==> src/rtl/psum_path_stage_gen_pkg.sv <==
// -----------------------------------------------------------------------------
// psum_path_stage_gen_pkg
// Shared PE psum configuration: tag type, pass mode, FSM state encoding and
// the per-lane add used by ACCUM mode.
// -----------------------------------------------------------------------------
package psum_path_stage_gen_pkg;

    localparam int unsigned PSUM_TAGW = 8;

    typedef logic [PSUM_TAGW-1:0] psum_tag_t;

    typedef enum logic {
        MODE_MERGE = 1'b0,
        MODE_ACCUM = 1'b1
    } psum_mode_e;

    typedef enum logic [1:0] {
        ST_IDLE = 2'd0,
        ST_RUN  = 2'd1,
        ST_DONE = 2'd2
    } psum_state_e;

    // Adds two sign-extended lanes of width w. With sat set the result is
    // clamped to the signed w-bit range; otherwise the caller keeps the low
    // w bits, which wraps.
    function automatic logic signed [63:0] psum_lane_add(
        input logic signed [63:0] a,
        input logic signed [63:0] b,
        input int unsigned        w,
        input logic               sat
    );
        logic signed [64:0] s;
        logic signed [64:0] hi;
        logic signed [64:0] lo;
        s  = {a[63], a} + {b[63], b};
        hi = (65'sd1 <<< (w - 1)) - 65'sd1;
        lo = -(65'sd1 <<< (w - 1));
        if (sat && (s > hi)) begin
            return hi[63:0];
        end else if (sat && (s < lo)) begin
            return lo[63:0];
        end
        return s[63:0];
    endfunction

endpackage

==> src/rtl/psum_path_stage_gen_obuf.sv <==
// -----------------------------------------------------------------------------
// psum_obuf
// Synchronous FIFO decoupling the psum stage from the downstream POUT port.
//   clk, rst_n : clock, async active-low reset
//   flush      : empty the FIFO (dominates push/pop)
//   push, din  : write one entry (accepted when not full, or full with pop)
//   pop        : drop the head (ignored when empty)
//   dout       : head entry, zero when empty
//   count      : occupancy, empty
// No bypass: an entry pushed into an empty FIFO is visible the next cycle.
// -----------------------------------------------------------------------------
module psum_obuf #(
    parameter int DEPTH = 4,
    parameter int DW    = 8
) (
    input  logic                       clk,
    input  logic                       rst_n,
    input  logic                       flush,
    input  logic                       push,
    input  logic [DW-1:0]              din,
    input  logic                       pop,
    output logic [DW-1:0]              dout,
    output logic [$clog2(DEPTH+1)-1:0] count,
    output logic                       empty
);
    localparam int PW = $clog2(DEPTH);
    localparam int CW = $clog2(DEPTH+1);

    logic [DW-1:0] mem [DEPTH];
    logic [PW-1:0] wr_ptr;
    logic [PW-1:0] rd_ptr;
    logic          full;
    logic          do_push;
    logic          do_pop;

    assign empty   = (count == '0);
    assign full    = (count == CW'(DEPTH));
    assign do_pop  = pop && !empty && !flush;
    assign do_push = push && !flush && (!full || do_pop);
    assign dout    = empty ? '0 : mem[rd_ptr];

    always_ff @(posedge clk or negedge rst_n) begin
        if (!rst_n) begin
            wr_ptr <= '0;
            rd_ptr <= '0;
            count  <= '0;
        end else if (flush) begin
            wr_ptr <= '0;
            rd_ptr <= '0;
            count  <= '0;
        end else begin
            if (do_push) begin
                wr_ptr <= (wr_ptr == PW'(DEPTH-1)) ? '0 : wr_ptr + 1'b1;
            end
            if (do_pop) begin
                rd_ptr <= (rd_ptr == PW'(DEPTH-1)) ? '0 : rd_ptr + 1'b1;
            end
            count <= count + CW'(do_push) - CW'(do_pop);
        end
    end

    always_ff @(posedge clk) begin
        if (do_push) begin
            mem[wr_ptr] <= din;
        end
    end

endmodule

==> src/rtl/psum_path_stage_gen.sv <==
// -----------------------------------------------------------------------------
// psum_path_stage_gen
// Partial-sum path stage: reads PP entries in address order behind the SS
// writer, merges or accumulates them with LPE beats, and delivers results
// through an output FIFO on the POUT rdy/ack port.
//   i_start/i_mode/i_size/i_tag : start a pass (sampled in IDLE)
//   i_stall, i_abort            : freeze issue / flush and return to IDLE
//   o_busy, o_done              : pass status, one-cycle completion pulse
//   SS_rdy/SS_ack               : SS writer handshake (addresses 0..size-1)
//   o_pp_read/o_pp_raddr/i_pp_psum : PP read port, data one cycle later
//   LPE_rdy/LPE_ack/i_lpe_*     : left-PE beat input
//   POUT_rdy/POUT_ack/o_pout_*  : output FIFO head
//
//   state | meaning
//   ------+--------------------------------------------------------------
//   IDLE  | no pass; LPE beats pass straight through
//   RUN   | pass active; SS acks, PP reads, MERGE/ACCUM issue
//   DONE  | one cycle, o_done high, then back to IDLE
// -----------------------------------------------------------------------------
module psum_path_stage_gen
    import psum_path_stage_gen_pkg::*;
#(
    parameter int PEROW      = 4,
    parameter int PSUMDWD    = 16,
    parameter int ADDRW      = 6,
    parameter int TAGW       = 8,
    parameter int OBUF_DEPTH = 4,
    parameter int SAT        = 1
) (
    input  logic                     i_clk,
    input  logic                     i_rst_n,
    input  logic                     i_start,
    input  logic                     i_mode,
    input  logic [ADDRW:0]           i_size,
    input  logic [TAGW-1:0]          i_tag,
    input  logic                     i_stall,
    input  logic                     i_abort,
    output logic                     o_busy,
    output logic                     o_done,
    input  logic                     SS_rdy,
    output logic                     SS_ack,
    output logic                     o_pp_read,
    output logic [ADDRW-1:0]         o_pp_raddr,
    input  logic [PEROW*PSUMDWD-1:0] i_pp_psum,
    input  logic                     LPE_rdy,
    output logic                     LPE_ack,
    input  logic [PEROW*PSUMDWD-1:0] i_lpe_psum,
    input  logic [TAGW-1:0]          i_lpe_tag,
    output logic                     POUT_rdy,
    input  logic                     POUT_ack,
    output logic [PEROW*PSUMDWD-1:0] o_pout_psum,
    output logic [TAGW-1:0]          o_pout_tag
);
    localparam int DW = PEROW * PSUMDWD;
    localparam int CW = $clog2(OBUF_DEPTH+1);

    psum_state_e     state;
    psum_mode_e      mode_q;
    logic [ADDRW:0]  size_q;
    logic [TAGW-1:0] tag_q;
    logic [ADDRW:0]  ss_cnt;
    logic [ADDRW:0]  rd_idx;
    logic [ADDRW:0]  emit_cnt;
    logic            pp_pri;     // PP wins the next MERGE conflict

    // one-beat stage register between issue and FIFO push
    logic            st_vld;
    logic            st_pp;
    logic            st_acc;
    logic [DW-1:0]   st_data;
    logic [TAGW-1:0] st_tag;

    logic [CW-1:0]   fifo_cnt;
    logic            fifo_empty;
    logic            run;
    logic            credit;
    logic            pp_ok;
    logic            lpe_ok;
    logic            conflict;
    logic            issue_pp;
    logic            issue_lpe;
    logic            push;
    logic [DW-1:0]   acc_data;
    logic [DW-1:0]   push_data;

    assign run    = (state == ST_RUN);
    // In-flight beat is counted so a push one cycle later always has a slot.
    assign credit = (int'(fifo_cnt) + int'(st_vld)) < OBUF_DEPTH;
    assign pp_ok  = run && !i_stall && !i_abort && (rd_idx < ss_cnt) &&
                    (rd_idx < size_q) && credit;
    assign lpe_ok = LPE_rdy && credit && !i_stall && !i_abort;

    always_comb begin
        issue_pp  = 1'b0;
        issue_lpe = 1'b0;
        conflict  = 1'b0;
        if (run && (mode_q == MODE_ACCUM)) begin
            issue_pp  = pp_ok && LPE_rdy;
            issue_lpe = issue_pp;
        end else if (run) begin
            conflict  = pp_ok && lpe_ok;
            issue_pp  = pp_ok && (!lpe_ok || pp_pri);
            issue_lpe = lpe_ok && (!pp_ok || !pp_pri);
        end else begin
            issue_lpe = lpe_ok;
        end
    end

    assign o_pp_read  = issue_pp;
    assign o_pp_raddr = issue_pp ? rd_idx[ADDRW-1:0] : '0;
    assign LPE_ack    = issue_lpe;
    assign SS_ack     = run && !i_stall && !i_abort && (ss_cnt < size_q);
    assign o_busy     = (state != ST_IDLE);
    assign o_done     = (state == ST_DONE) && !i_abort;

    always_comb begin
        acc_data = '0;
        for (int l = 0; l < PEROW; l++) begin
            acc_data[l*PSUMDWD +: PSUMDWD] = PSUMDWD'(psum_lane_add(
                64'(signed'(i_pp_psum[l*PSUMDWD +: PSUMDWD])),
                64'(signed'(st_data[l*PSUMDWD +: PSUMDWD])),
                PSUMDWD, SAT != 0));
        end
    end

    assign push      = st_vld && !i_abort;
    assign push_data = st_pp ? (st_acc ? acc_data : i_pp_psum) : st_data;

    always_ff @(posedge i_clk or negedge i_rst_n) begin
        if (!i_rst_n) begin
            state    <= ST_IDLE;
            mode_q   <= MODE_MERGE;
            size_q   <= '0;
            tag_q    <= '0;
            ss_cnt   <= '0;
            rd_idx   <= '0;
            emit_cnt <= '0;
            pp_pri   <= 1'b1;
            st_vld   <= 1'b0;
            st_pp    <= 1'b0;
            st_acc   <= 1'b0;
            st_data  <= '0;
            st_tag   <= '0;
        end else if (i_abort) begin
            state    <= ST_IDLE;
            ss_cnt   <= '0;
            rd_idx   <= '0;
            emit_cnt <= '0;
            st_vld   <= 1'b0;
        end else begin
            case (state)
                ST_IDLE: begin
                    if (i_start) begin
                        mode_q <= psum_mode_e'(i_mode);
                        size_q <= i_size;
                        tag_q  <= i_tag;
                        state  <= (i_size == '0) ? ST_DONE : ST_RUN;
                    end
                end
                ST_RUN: begin
                    if ((emit_cnt == size_q) && !st_vld && fifo_empty) begin
                        state <= ST_DONE;
                    end
                end
                default: state <= ST_IDLE;
            endcase

            if (!run) begin
                ss_cnt   <= '0;
                rd_idx   <= '0;
                emit_cnt <= '0;
            end else begin
                if (SS_rdy && SS_ack) ss_cnt <= ss_cnt + 1'b1;
                if (issue_pp)         rd_idx <= rd_idx + 1'b1;
                if (push && st_pp)    emit_cnt <= emit_cnt + 1'b1;
            end

            if (conflict) pp_pri <= issue_lpe;

            st_vld <= issue_pp || issue_lpe;
            st_pp  <= issue_pp;
            st_acc <= issue_pp && issue_lpe;
            st_tag <= issue_pp ? tag_q : i_lpe_tag;
            if (issue_lpe) st_data <= i_lpe_psum;
        end
    end

    psum_obuf #(
        .DEPTH (OBUF_DEPTH),
        .DW    (DW + TAGW)
    ) u_obuf (
        .clk   (i_clk),
        .rst_n (i_rst_n),
        .flush (i_abort),
        .push  (push),
        .din   ({push_data, st_tag}),
        .pop   (POUT_ack),
        .dout  ({o_pout_psum, o_pout_tag}),
        .count (fifo_cnt),
        .empty (fifo_empty)
    );

    assign POUT_rdy = !fifo_empty;

endmodule

==> config.mk <==
export PLATFORM = sky130hd
export DESIGN_NAME = psum_path_stage_gen
export DESIGN_NICKNAME = d
export VERILOG_FILES = /design/src/rtl/psum_path_stage_gen_pkg.sv /design/src/rtl/psum_path_stage_gen_obuf.sv /design/src/rtl/psum_path_stage_gen.sv
export SDC_FILE = /design/constraint.sdc
export NUM_CORES = 1
export LEC_CHECK = 0
export BUFFER_PORTS_ARGS = -buffer_cell sky130_fd_sc_hd__buf_2
export CAP_MARGIN = 20
export CORE_MARGIN = 3
export CORE_UTILIZATION = 40
export CTS_CLUSTER_SIZE = 25
export DETAILED_ROUTE_END_ITERATION = 10
export PLACE_DENSITY = 0.69
export SYNTH_ARGS = -nofsm -noshare
export SYNTH_HDL_FRONTEND = slang
export SYNTH_SLANG_ARGS = --single-unit
==> constraint.sdc <==
create_clock -name i_clk -period 6.8 [get_ports i_clk]
set_input_delay 0.68 -clock i_clk [delete_from_list [all_inputs] [get_ports i_clk]]
set_output_delay 0.68 -clock i_clk [all_outputs]
set_load 0.02 [all_outputs]
==> results of run 1 <==
[where the power goes]
| group | total [mW] | leakage (nW) | switching, mW | internal, mW |
|---|---|---|---|---|
| clock network | 2.50 | 0.737 | 0.981 | 1.52 |
| logic | 4.55 | 4.78 | 2.63 | 1.93 |
| registers | 3.62 | 4.10 | 0.323 | 3.29 |
| total | 10.7 | 9.62 | 3.93 | 6.74 |
[synth_stat cells, drive strengths merged (19+ instances only)]
library cell	instances
edfxtp	288
dfrtp	121
ha	93
and2	92
a21oi	89
mux2	77
mux4	72
nor2	63
inv	60
o21ai	60
nand2	58
o22ai	53
clkbuf	46
a21o	39
xnor2	30
buf	28
nand3	24
nand2b	21
nor2b	19
xor2	19
[stage by stage]
step	instances	cell area, um^2	utilization	setup WS [ps]
2_1_floorplan	1604	21300	-	3240
3_3_place_gp	2471	23200	0.446	2300
3_5_place_dp	2474	23200	0.447	2170
4_1_cts	2556	24800	0.476	2220
5_1_grt	2557	24800	0.476	1980
6_report	2562	24800	0.476	2290
[cells by family after synthesis]
family / after synthesis / synth area share
and+or+nand+nor: 366 / 0.0923
DFF: 410 / 0.549
buffers and inverters: 134 / 0.0265
xor gates and xnor gates: 49 / 0.0205
adders and majority gates: 101 / 0.0607
muxes: 154 / 0.124
AOI/OAI and AO/OA: 390 / 0.127
[sequential cells by signal, summed over array words and instances, names as in the netlist]
name / cells
tag_q: 8
emit_cnt: 7
st_vld: 1
size_q: 7
st_tag: 8
st_data: 64
state: 2
rd_idx: 7
u_obuf.mem: 288
st_acc: 1
ss_cnt: 7
u_obuf.wr_ptr: 2
st_pp: 1
u_obuf.rd_ptr: 2
u_obuf.count: 3
mode_q: 1
pp_pri: 1
[metal layers]
metal,vias up,wire length [um],track usage,share of wire
li1,6694,-,-,-
met1,7417,23400,0.254,0.42
met5,-,27,0,0.00049
met2,462,27300,0.332,0.49
met3,81,3450,0.0349,0.062
met4,4,1140,0.0557,0.021
[placed cells by master (no fill, tap or decap), types with 19 or more instances in the layout]
cell / n
buf_2: 242
ha_1: 93
edfxtp_1: 288
nor2b_1: 19
xnor2_1: 30
o21ai_0: 54
nand2_1: 58
clkbuf_16: 46
a21o_1: 39
mux2_4: 27
a21oi_1: 89
nor2_1: 63
mux4_2: 72
inv_1: 60
o22ai_1: 53
and2_1: 88
mux2_2: 50
nand2b_1: 21
dfrtp_1: 118
buf_4: 21
nand3_1: 24
[worst min path at each step]
stage	from	end	slack, ps	depth (start not counted)
2_1_floorplan	i_rst_n	emit_cnt[0]	380	0
3_3_place_gp	tag_q[0]	tag_q[0]	490	1
3_5_place_dp	tag_q[1]	tag_q[1]	500	1
4_1_cts	i_rst_n	st_tag[6]	70	1
5_1_grt	i_rst_n	st_tag[6]	100	1
6_report	i_rst_n	st_tag[6]	90	1
[worst max-delay path, cell delays in order]
cell	delay, ps
buf_2	290
nor2_1	220
nand2_1	520
a2111oi_4	560
o211ai_4	170
a211o_1	350
o221ai_4	80
buf_4	620
buf_2	300
[area by class of cell]
type	instances	area share
Clock inverter	23	0.0109
Multi-Input combinational cell	1060	0.366
Timing Repair Buffer	265	0.0565
Clock buffer	59	0.0504
Sequential cell	410	0.472
Antenna cell	5	0.000505
Tap cell	680	0.0343
Inverter	60	0.00909
==> flow_metrics.tcl, run 1 <==
set metrics [dict create \
    status "finished, final reports clean" \
    nets 2099 \
    peakVddDrop_mv 0.200 \
    finalPower_mw 10.7 \
    cp-startpoint "i_abort" \
    synth_cells 1604 \
    drv_cap 0 \
    die_y_um 237 \
    rsz0062_at_grt "no" \
    grt_pass1_vias 15200 \
    leakage_nw 9.62 \
    cp-endpoint "LPE_ack" \
    multi_input_area_um2 9070 \
    dr.pass1.iters 5 \
    r2r_slack_ps 2770 \
    final-seq-area_um2 11700 \
    ys_seq_area_frac 0.549 \
    final_layout_size_suffix_gt1_frac 0.272 \
    antenna_found_initial 6 \
    cts_sinks 410 \
    cts_setup_buffers 0 \
    antenna_left 0 \
    worst_setup_path_end_kind "primary output" \
    synth_area_um2 21300 \
    grt_remaining_overflow 0 \
    clk_pin_slew_ps 60 \
    drv_slew 0 \
    routedWlPerCell_um 21.6 \
    ctsHtreeMaxLevel 2 \
    grt_max_degree 74 \
    core_um2 52000 \
    synth_enable_flop_cells 288 \
    detail_route.wirelength_mm 55.3 \
    hold_ws_ps 87.7 \
    postCtsHoldBufs 0 \
    grt_first_pass_wirelength_mm 85.8 \
    relSlewSlack 0.314 \
    synth.largest_area_cell "edfxtp_1" \
    initialDrtViolationCount 1044 \
    clockBufferDepth 3 \
    syn2layout_area_growth_pct 16.3 \
    synth_warnings 0 \
    std_cell_rows 83 \
    r2r.worst_path.cells 9 \
    yosys-top-cells-area "edfxtp_1 41%, dfrtp_1 14%, mux4_2 7.6%, ha_1 5.5%, and2_1 2.7%" \
    async_reset_ff_frac 0.298 \
    finClkSkew_ps 19.7 \
    start_util 0.409 \
    numCtsBuffers 44 \
    ioPinCount 244 \
    worst_setup_path_start_kind "primary input" \
    p_per_area_nw_per_um2 430 \
    path_max_fanout 38 \
    gp_congestion 0.874 \
    hold_violations 0 \
    port_buffers 243 \
    crit_arrival_ps 3830 \
    r2r-start "state[1]" \
    tightest_slew_ps 1030 \
    cts-root-buf "clkbuf_16" \
    die_w_um 237 \
    viasPerCell 5.72 \
    finalSetupViolations 0 \
    period_minus_slack_ps 4510 \
    setup_tns_ps 0 \
    synth_nets 1862 \
    cts_resized 0 \
    yosys.area.top_type_share 0.406 \
    fmaxAchievable_mhz 222 \
    avgSynthCellArea_um2 13.3 \
    drc_errors 0 \
    dp_hpwl_mm 37.7 \
    holdCritPathClass "primary input to asynchronous set/reset pin" \
    path_class "primary input to primary output" \
    vias 14700 \
    cts_tree "yes" \
    synth_ff_type "edfxtp_1" \
    cp_data_required_time_ps 6120 \
    num-fill-cells 4594 \
    finalCritPeriodShare 0.663 \
    r2r-end "st_data[39]" \
    ys_seq_elements 410 \
    die-area_um2 56100 \
    yosysUniqueCellTypes 81 \
    insertion_delay_ps 570 \
    grtUsageTotal 0.194 \
]
No activity file was read; power rests on OpenSTA's default activity.
==> run 2, diff against run 1 <==
--- a/config.mk
+++ b/config.mk
@@ -5,6 +5,7 @@
 export SDC_FILE = /design/constraint.sdc
 export NUM_CORES = 1
 export LEC_CHECK = 0
+export ABC_AREA = 1
 export BUFFER_PORTS_ARGS = -buffer_cell sky130_fd_sc_hd__buf_2
 export CAP_MARGIN = 20
 export CORE_MARGIN = 3
==> constraint.sdc (replaced) <==
create_clock -name i_clk -period 4.7 [get_ports i_clk]
set_input_delay 0.47 -clock i_clk [delete_from_list [all_inputs] [get_ports i_clk]]
set_output_delay 0.47 -clock i_clk [all_outputs]
set_load 0.02 [all_outputs]
==> run 2 against run 1 <==
Compared with the run above:
- the run now ends with hold timing left
- count of clock-buffer cells in the layout rose by 1
- combinational power rose by 29%
- register-to-register slack got worse by 1100 ps
- setup slack got worse by 1200 ps
- largest cell class unchanged
==> flow_metrics.tcl, run 2 <==
set metrics [dict create \
    p_seq_frac 0.349 \
    fin_util 0.469 \
    hold_violations 1 \
    antenna_found_initial 12 \
    cts_resized 0 \
    worst_setup_path_end_kind "primary output" \
    p_per_area_nw_per_um2 560 \
    tightest_slew_ps 1080 \
    slowest_stage "dfrtp_4" \
    synth_cells 2723 \
    async_reset_ff_frac 0.298 \
    clockBufferDepth 3 \
    routedWlPerCell_um 17.3 \
    syn2layout_area_growth_pct 15.2 \
    synth_top_family_by_area "simple AND/OR/NAND/NOR gates" \
    power_switching_share 0.400 \
    worst_setup_path_start_kind "flop" \
    grt_pass1_vias 17700 \
    initialDrtViolationCount 1338 \
    place_worst_setup_slack_ps 1260 \
    finalSetupViolations 0 \
    ys_seq_elements 410 \
    holdCritPathClass "primary input to asynchronous set/reset pin" \
    drc_errors 0 \
    period_minus_slack_ps 3600 \
    drv_cap 0 \
    leakage_nw 11.9 \
    vias 18800 \
    viasPerCell 5.08 \
    clk_pin_slew_ps 60 \
    grt_remaining_overflow 0 \
    postCtsHoldBufs 0 \
    synthAdderAreaFrac 0.0559 \
    std_cell_rows 86 \
    cts_tree "yes" \
    ioPinCount 244 \
    synthMuxAreaShare 0.00448 \
    detail_route.wirelength_mm 64.2 \
    synth_ff_type "edfxtp_1" \
    setup_tns_ps 0 \
    cp_top_family "buffers and inverters" \
    top_regs "u_obuf.mem: 288 flops, st_data: 64 flops" \
    synth_compound_area_frac 0.0797 \
    numCtsBuffers 46 \
    status "finished with violations" \
    synthXorXnorAreaFrac 0.0198 \
    start_util 0.407 \
    ctsHtreeMaxLevel 2 \
    violations "hold timing" \
    comb_power_share 0.402 \
    final_layout_size_suffix_gt1_frac 0.128 \
    path_max_fanout 74 \
    dr.pass1.iters 5 \
    synthTopCellsByCount "751 x nand2_1, 484 x nor2_1, 288 x edfxtp_1, 213 x inv_1, 174 x o21ai_0" \
    path_class "flop to primary output" \
    synth.most_common_cell "nand2_1" \
    ys_seq_area_frac 0.518 \
    yosys.area.top_type_share 0.383 \
    avgSynthCellArea_um2 8.30 \
    gp_congestion 0.941 \
    grt_max_degree 88 \
    die-area_um2 59400 \
    final_cell_mix "750 x nand2_1, 480 x nor2_1, 288 x edfxtp_1" \
    core_um2 55500 \
    synth.largest_area_cell "edfxtp_1" \
    finClkSkew_ps 13.1 \
    drv_slew 0 \
    synth_nets 2981 \
    dp_hpwl_mm 43.5 \
    largest_register_ffs 288 \
    die_y_um 244 \
    cp_data_required_time_ps 4230 \
    hold_ws_ps -0.0823 \
    num-fill-cells 5403 \
    antenna_left 0 \
    nets 3179 \
    p_sw_mw 5.84 \
    max_stage_delay_ps 790 \
    synth_enable_flop_cells 288 \
    setup_ws_ps 1100 \
    yosys-top-cells-area "edfxtp_1 38%, dfrtp_1 13%, nand2_1 12%, nor2_1 8.0%, ha_1 5.1%" \
    mostFrequentLayoutCell "nand2_1" \
    insertion_delay_ps 570 \
    crit_arrival_ps 3130 \
    relSlewSlack 0.282 \
    synth_simple_gate_area_frac 0.262 \
    path_cells "inv_4, buf_4, o21ai_0, a21oi_1, buf_2" \
    cp_num_buf_inv 3 \
    rsz0062_at_grt "no" \
    fmaxAchievable_mhz 277 \
    cts_sinks 410 \
    synth_area_um2 22600 \
    peakVddDrop_mv 0.345 \
    grt_first_pass_wirelength_mm 99.2 \
    port_buffers 243 \
    synth_warnings 0 \
    largest-register "u_obuf.mem" \
    intPower_mw 8.74 \
    cts_setup_buffers 0 \
    yosysUniqueCellTypes 45 \
    die_w_um 244 \
    cts-root-buf "clkbuf_16" \
    finalCritPeriodShare 0.767 \
    grtUsageTotal 0.212 \
    pwr-share-clk 0.250 \
]
## run 2: changes by cell type in the layout (fill, tap and decap cells not counted), moves of 19 or more
cell	previous run	this run
nand2b_1	21	0
o21ai_0	54	174
a21oi_1	89	153
and2_1	88	7
mux2_2	50	9
nand2_1	58	750
nand3_1	24	158
mux2_4	27	0
nor2_1	63	480
o22ai_1	53	1
mux4_2	72	0
a21o_1	39	1
inv_1	60	213
nor2b_1	19	0
## run 2: per-stage QoR
step | hold WS, ps | cell area [um^2] | total power [mW] | std cells
floorplan | 174 | 22600 | 9.25 | 2723
global placement | 468 | 24500 | 10.9 | 3621
detailed placement | 470 | 24500 | 11.0 | 3621
CTS | 1.85 | 26000 | 14.6 | 3704
global route | 61.3 | 26000 | 15.6 | 3704
finish | -0.0823 | 26100 | 14.6 | 3709
## run 2: final timing paths
path                            depth (start not counted)        startpoint  slack (ps)                 to
worst min-delay path                                    1           i_rst_n       -0.08          ss_cnt[0]
min in group i_clk                                      3    i_lpe_psum[20]          80        st_data[20]
worst max-delay path                                    5  u_obuf.rd_ptr[0]        1100      o_pout_tag[0]
max in group asynchronous                               2           i_rst_n        3580        st_data[16]
worst max register to register                         16       st_data[16]        1710  u_obuf.mem[3][34]
worst min register to register                          2            pp_pri         480             pp_pri
## run 2: power by group through the flow
stage	combinational (mW)	sequential, mW	clock (mW)
global placement	5.74	5.14	0
CTS	5.86	5.08	3.70
global route	6.61	5.14	3.84
finish	5.86	5.08	3.64
floorplan	4.31	4.94	0
detailed placement	5.82	5.14	0
## run 2: logic make-up (layout without fill, tap and decap cells)
group / count (synthesis) / count (layout)
AND/OR/NAND/NOR: 1469 / 1469
multiplexers: 9 / 9
other: 0 / 5
AO/OA/AOI/OAI: 348 / 348
adder cells (fa/ha/maj): 98 / 98
XOR/XNOR: 51 / 51
buffers and inverters: 338 / 571
flip-flops: 410 / 410
## run 2: routing by layer
layer  track usage  vias up  wire length [um]
met5             0        -                89
met4        0.0776       14              2170
met3        0.0402      129              4870
met2         0.335      620             28800
met1         0.292     8754             28300
li1              -     9313                 -
## run 2: area by class of cell
type,instances,area (um^2),area share
Antenna cell,5,12.5,0.000480
Clock buffer,60,1260,0.0486
Clock inverter,23,263,0.0101
Inverter,222,837,0.0321
Multi-Input combinational cell,1975,9570,0.367
Sequential cell,410,11700,0.449
Tap cell,748,936,0.0359
Timing Repair Buffer,266,1460,0.0560
